<file path="config.mk">
export PLATFORM = sky130hd
export DESIGN_NAME = fifo_wr_arbiter
export DESIGN_NICKNAME = d
export VERILOG_FILES = /design/src/rtl/fifo_wr_arbiter.sv
export SDC_FILE = /design/constraint.sdc
export NUM_CORES = 1
export LEC_CHECK = 0
export ABC_AREA = 1
export CAP_MARGIN = 0
export CELL_PAD_IN_SITES_DETAIL_PLACEMENT = 2
export CELL_PAD_IN_SITES_GLOBAL_PLACEMENT = 2
export CORE_UTILIZATION = 21
export DETAILED_ROUTE_END_ITERATION = 12
export HOLD_SLACK_MARGIN = 0.03
export PLACE_DENSITY_LB_ADDON = 0.25
export SYNTH_ARGS = -nofsm -noshare
export SYNTH_HDL_FRONTEND = slang
export SYNTH_SLANG_ARGS = --single-unit
</file>
<file path="constraint.sdc">
create_clock -name clk -period 2.15 [get_ports clk]
set_clock_uncertainty 0.2 [all_clocks]
set_input_delay 0.5375 -clock clk [delete_from_list [all_inputs] [get_ports clk]]
set_output_delay 0.5375 -clock clk [all_outputs]
set_load 0.1 [all_outputs]
</file>
<file path="src/rtl/fifo_wr_arbiter.sv">
// Purpose: round-robin arbiter that grants one of four requesters a burst of writes into a FIFO.
// Latency: fifo_wr_en/fifo_din are registered and appear one cycle after each accepted beat.
// Backpressure: req_ready drops on fifo_full, or on fifo_almost_full with a write in flight; the grant is held.
module fifo_wr_arbiter #(
    parameter int DATA_WIDTH = 8,
    parameter int BURST_MAX  = 4
) (
    input  logic                    clk,
    input  logic                    rst,
    input  logic [3:0]              req_valid,
    input  logic [4*DATA_WIDTH-1:0] req_data,
    output logic [3:0]              req_ready,
    input  logic                    fifo_full,
    input  logic                    fifo_almost_full,
    output logic                    fifo_wr_en,
    output logic [DATA_WIDTH-1:0]   fifo_din,
    output logic [3:0]              grant,
    output logic                    busy
);

    typedef enum logic {
        IDLE  = 1'b0,
        BURST = 1'b1
    } state_t;

    localparam logic [3:0] CNT_MAX = 4'(BURST_MAX);

    state_t                  state_q, state_d;
    logic [1:0]              g_q, g_d;
    logic [3:0]              cnt_q, cnt_d;
    logic [1:0]              last_q, last_d;
    logic                    wr_en_d;
    logic [DATA_WIDTH-1:0]   din_d;

    logic                    stall;
    logic                    owner_vld;
    logic                    xfer;
    logic                    pick_vld;
    logic [1:0]              pick_idx;
    logic [1:0]              cand;
    logic [DATA_WIDTH-1:0]   owner_dat;

    // A write already in flight consumes the last free slot, so almost-full counts as full then.
    assign stall     = fifo_full | (fifo_almost_full & fifo_wr_en);
    assign owner_vld = req_valid[g_q];
    assign xfer      = (state_q == BURST) & owner_vld & ~stall;
    assign busy      = (state_q == BURST);
    assign grant     = busy ? (4'b0001 << g_q) : 4'b0000;
    assign req_ready = (busy && !stall) ? (4'b0001 << g_q) : 4'b0000;

    // Round-robin pick: scan last+4 down to last+1 so the nearest requester after last wins.
    always_comb begin
        pick_vld = 1'b0;
        pick_idx = last_q;
        cand     = '0;
        for (int i = 4; i >= 1; i--) begin
            cand = last_q + 2'(i);
            if (req_valid[cand]) begin
                pick_vld = 1'b1;
                pick_idx = cand;
            end
        end
    end

    // Select the current owner's data lane.
    always_comb begin
        owner_dat = '0;
        for (int i = 0; i < 4; i++) begin
            if (g_q == 2'(i)) begin
                owner_dat = req_data[i*DATA_WIDTH +: DATA_WIDTH];
            end
        end
    end

    // Next-state logic: arbitration in IDLE, beat counting and release in BURST.
    always_comb begin
        state_d = state_q;
        g_d     = g_q;
        cnt_d   = cnt_q;
        last_d  = last_q;
        wr_en_d = 1'b0;
        din_d   = fifo_din;
        case (state_q)
            IDLE: begin
                if (pick_vld) begin
                    g_d     = pick_idx;
                    cnt_d   = 4'd0;
                    state_d = BURST;
                end
            end
            BURST: begin
                if (xfer) begin
                    wr_en_d = 1'b1;
                    din_d   = owner_dat;
                    cnt_d   = cnt_q + 4'd1;
                    if ((cnt_q + 4'd1) == CNT_MAX) begin
                        state_d = IDLE;
                        last_d  = g_q;
                    end
                end else if (!owner_vld) begin
                    // Owner withdrew: forfeit the rest of the burst. A stall with valid held keeps the grant.
                    state_d = IDLE;
                    last_d  = g_q;
                end
            end
            default: state_d = IDLE;
        endcase
    end

    // State and registered FIFO write port; last resets to 3 so requester 0 wins first.
    always_ff @(posedge clk or negedge rst) begin
        if (!rst) begin
            state_q    <= IDLE;
            g_q        <= 2'd0;
            cnt_q      <= 4'd0;
            last_q     <= 2'd3;
            fifo_wr_en <= 1'b0;
            fifo_din   <= '0;
        end else begin
            state_q    <= state_d;
            g_q        <= g_d;
            cnt_q      <= cnt_d;
            last_q     <= last_d;
            fifo_wr_en <= wr_en_d;
            fifo_din   <= din_d;
        end
    end

endmodule

</file>
== Word level (Yosys, flattened, before mapping) ==
Index checks and enable logic that the tools add are counted.

* Register bits: 18
* Input port bits: 40
* Output and inout port bits: 18

* $add $sub $neg: 4
* Magnitude comparators: 5
* Eq/ne operators: 8
* Shifts and indexed selects: 1
* Muxes and demuxes: 36
* Bitwise logic cells: 6
* Reduce and logical (&&, ||, !) cells: 7

{| class="wikitable"
|+ Operators with widths
! operator !! count
|-
| 8-bit two-way mux || 4
|-
| 4-bit two-way mux || 4
|-
| 2-bit by 3-bit < comparator with 1-bit output (second input constant) || 5
|-
| 1-bit two-way mux || 15
|-
| 2-bit two-way mux || 6
|-
| 1-bit binary-select mux with 2-bit select || 5
|-
| 4-bit one-hot mux with 2 select lines || 1
|-
| 2-bit by 1-bit != test with 1-bit output (second input constant) || 3
|-
| 2-bit AND reduction || 3
|-
| 2-bit adder (second input constant) || 2
|-
| 4-bit by 1-bit adder with 4-bit output (second input constant) || 1
|-
| 2-bit equality test (second input constant) || 2
|-
| 4-bit by 3-bit equality test with 1-bit output (second input constant) || 1
|-
| 1-bit by 2-bit << shifter with 4-bit output (first input constant) || 1
|-
| 1-bit bitwise AND || 3
|-
| 3-bit AND reduction || 1
|-
| 2-bit by 1-bit adder with 2-bit output (second input constant) || 1
|-
| 2-bit by 1-bit equality test with 1-bit output (second input constant) || 1
|-
| 2-bit logical NOT || 1
|-
| 2-bit != test (second input constant) || 1
|-
| 1-bit NOT || 2
|-
| 1-bit one-hot mux with 2 select lines || 1
|-
| 1-bit logical AND || 1
|-
| 1-bit logical NOT || 1
|-
| 1-bit OR || 1
|}

== Longest topological paths before layout ==
* Word-level depth: 8
* Gate-level depth with buffers: 10
* Gate-level depth less buffers: 10

== Worst setup path before layout ==
OpenSTA, ideal clock, no wires.

* Path type: register -> output
* From: register state_q (netlist: busy)
* To: output req_ready[0]
* Arrival: 2783 ps
* Required time: 1412 ps
* Path slack: -1370 ps
* Stages on the path, launching flop included: 5
* Buffers on the path: 0
* Cell sequence: dfrtp_1 inv_1 nor2_1 nand2_1 nor2_1

* Cells in the longest elaborated chain, start to end: 2

{| class="wikitable"
|+ RTL lines
! element !! RTL line !! text
|-
| start: declaration || 28 || <nowiki>state_t state_q, state_d;</nowiki>
|-
| start signal: assignment || 120 || <nowiki>state_q <= state_d;</nowiki>
|-
| 1-bit logical AND || 49 || <nowiki>assign req_ready = (busy && !stall) ? (4'b0001 << g_q) : 4'b0000;</nowiki>
|-
| 4-bit two-way mux || 49 ||
|-
| end: declaration || 12 || <nowiki>output logic [3:0] req_ready,</nowiki>
|}

Every way passes these cells.

== Worst setup path in the final report ==
* From: input fifo_full
* To: output req_ready[3]

* Cells in the longest elaborated chain, start to end: 4

{| class="wikitable"
|+ RTL lines
! element !! RTL line !! text
|-
| start: declaration || 13 || <nowiki>input logic fifo_full,</nowiki>
|-
| 1-bit OR || 44 || <nowiki>assign stall = fifo_full | (fifo_almost_full & fifo_wr_en);</nowiki>
|-
| 1-bit logical NOT || 49 ||
|-
| 1-bit logical AND || 49 ||
|-
| 4-bit two-way mux || 49 ||
|}

Every way passes these cells.

==> metrics.csv <==
metric;value;unit
outcome;finished, final reports clean;
DRC viols;0;
Static Leak;1.08;nW
PwrDens;1710;nW/um^2
TritonCTS Sinks;18;
CTS tree;done;
Final Slew Violations;0;
Startpoint Class;input port;
syn_nets;218;
DIE AREA;6350;um^2
gr ovfl total;0;
layout net count;288;
TritonCTS Buffers;3;
Tmin final;2.10;ns
Mapped Cells;177;
Max Cap Viol;0;
CP Capture Type;primary output;
I/O Pins;58;
Min Hold Slack;0.313;ns
sequential area share after synthesis;35.7;%
wire length per cell;18.0;um
#FFs+latches synth;18;
Tot GR Track Use;17.9;%
critical path cell sequence;dlygate4sd2_1 > nor2_2 > nand2_4 > nor2_4 > buf_12;
Arrival @ worst endpoint;1.36;ns
RD Place Congestion;0.752;
Synth warnings;0;
Mapped Avg Cell Area;7.16;um^2
via density per instance;4.76;
Die H;79.7;um
FMAX;476;MHz
Setup CP Type;in2out;
area grow syn2layout;79.7;%
Reg clk slew, reported paths;0.07;ns
DR iter-0 viols;32;
drt pass-1 iters;4;
final period utilization;97.7;%
Vias;1514;
FFs w/ async S/R, synth;100;%
clock buffer depth;2;
Final Hold Violating Endpoints;0;
Worst path top cell family by delay;buffers and inverters;
largest net degree at the start of global routing;19;
peak supply drop;0.811;mV
dpl cells;311;
relative slew slack;75.6;%
diodes inserted;0;
Core ar.;5680;um^2
Buffers & Inverters on Critical Path;2;
most common flop cell mapped by yosys;dfrtp_1;
Final Total Pwr;3.90;mW
std cell rows;27;
Final Setup Violations;0;
Syn Std Cell Area;1270;um^2
Skew-Pair Late Insertion Delay;0.27;ns
share of post-route cells with drive strength above 1;28.0;%
setup_tns;0;ns
slew at the pin with the worst max-slew slack;0.365;ns
vias in the first global route;1674;
final WL;5710;um
crit-path max cell delay;0.24;ns
H-tree depth;1;
initial core utilization;22.3;%
dpl hpwl;4210;um
critical path's slowest cell;dlygate4sd2_1;
first-pass GRT wire length;8610;um
ANT nets after route;0;
CTS root buf;clkbuf_8;
initial antenna violation count;0;
I/O Buffers;57;
Non-Filler Instances;318;
Synth cell types;28;
Die Width;79.7;um
number of flops mapped to enable cells by yosys;0;
Layout Utilization;40.1;%
hold crit path type;reg2reg;
WP data required;1.41;ns
Max FO, Critical Path;5;
placed cells by master, fill, tap and decap left out:
cell type	count
clkdlybuf4s50_1	37
nor2_2	8
dlygate4sd2_1	2
a21oi_1	3
a21oi_2	1
dfrtp_4	1
clkbuf_8	3
nor2_4	4
inv_1	16
o21ai_2	7
nand4_1	2
buf_12	20
a221oi_1	6
nand3_2	2
nor2_1	2
nand3_1	22
o21ai_1	2
nand2_1	62
nand2_2	4
inv_2	1
clkbuf_1	1
o21bai_1	1
o21ai_0	3
buf_4	11
dfstp_2	2
clkinv_1	1
dfrtp_1	13
nand2_4	3
ha_1	1
dfrtp_2	2
xor2_1	2
a22oi_1	1
worst paths after layout:
kind | cells after the start | slack, ns | startpoint | endpoint
worst min-delay path | 2 | 0.31 | last_q[1]$_DFFE_PN1P_ | last_q[1]$_DFFE_PN1P_
worst min register to register | 2 | 0.31 | last_q[1]$_DFFE_PN1P_ | last_q[1]$_DFFE_PN1P_
max in group asynchronous | 2 | 1.07 | rst | last_q[0]$_DFFE_PN1P_
worst max-delay path | 5 | 0.05 | fifo_full | req_ready[3]
min in group asynchronous | 2 | 0.41 | rst | fifo_wr_en$_DFF_PN0_
worst max register to register | 10 | 0.24 | busy$_DFF_PN0_ | fifo_din[3]$_DFFE_PN0P_
through the flow:
stage,setup WS (ns),instance area (um^2)
floorplan,-0.274,1310
global placement,-0.180,2200
detailed placement,-0.211,2200
CTS,0.0344,2260
global route,-0.0114,2280
finish,0.0491,2280
per-layer routing:
layer	global-route usage, %	wire (um)	vias to the layer above
li1	-	-	718
met1	22.1	2380	752
met2	32.5	3030	38
met3	2.29	221	6
met4	4.36	87	0
met5	0	0	-
synth_stat cells, drive strengths merged, types with 2 or more instances:
library cell	number	area share, %
a21oi	4	1.9
a221oi	6	4.1
buf	4	4.0
dfrtp	16	32
dfstp	2	4.1
inv	17	5.0
nand2	69	22
nand3	24	10
nand4	2	0.99
nor2	14	4.7
o21ai	12	6.8
xor2	2	1.4
cell type report:
class	count	area [um^2]
Clock buffer	4	45.0
Sequential cell	18	459
Fill cell	643	3400
Multi-Input combinational cell	136	744
Timing Repair Buffer	70	871
Tap cell	72	90.1
Inverter	18	67.6
repair_timing:
item	CTS	global route
hold buffers	0	0
resized for setup	6	1
setup endpoints to repair	5	3
pin swaps	5	2
setup buffers	1	2
report_power, final:
group,switching [mW],internal (mW),total [mW]
logic,1.93,1.04,2.97
clock network,0.131,0.132,0.264
registers,0.178,0.494,0.672
worst reg2reg max path: stages, from the launching register on:
cell,delay (ns)
dfrtp_4,0.41
inv_1,0.06
nor2_2,0.15
nand2_4,0.13
buf_4,0.16
buf_4,0.13
inv_1,0.10
nand2_4,0.11
buf_12,0.17
nand2_1,0.09
o21ai_1,0.08
registers in the layout, summed over array words and instances, names as in the netlist:
register	cells
g_q	2
last_q	2
fifo_wr_en	1
fifo_din	8
cnt_q	4
busy	1
kinds of logic after synthesis:
| kind of cell | count (synthesis) | share of synthesized area [%] |
|---|---|---|
| and+or+nand+nor | 109 | 38.2 |
| AOI/OAI and AO/OA | 24 | 14.0 |
| buffers and inverters | 23 | 9.67 |
| DFF | 18 | 35.7 |
| xor gates and xnor gates | 2 | 1.38 |
| adders and majority gates | 1 | 0.987 |
Power figures use the tool's default switching activity.
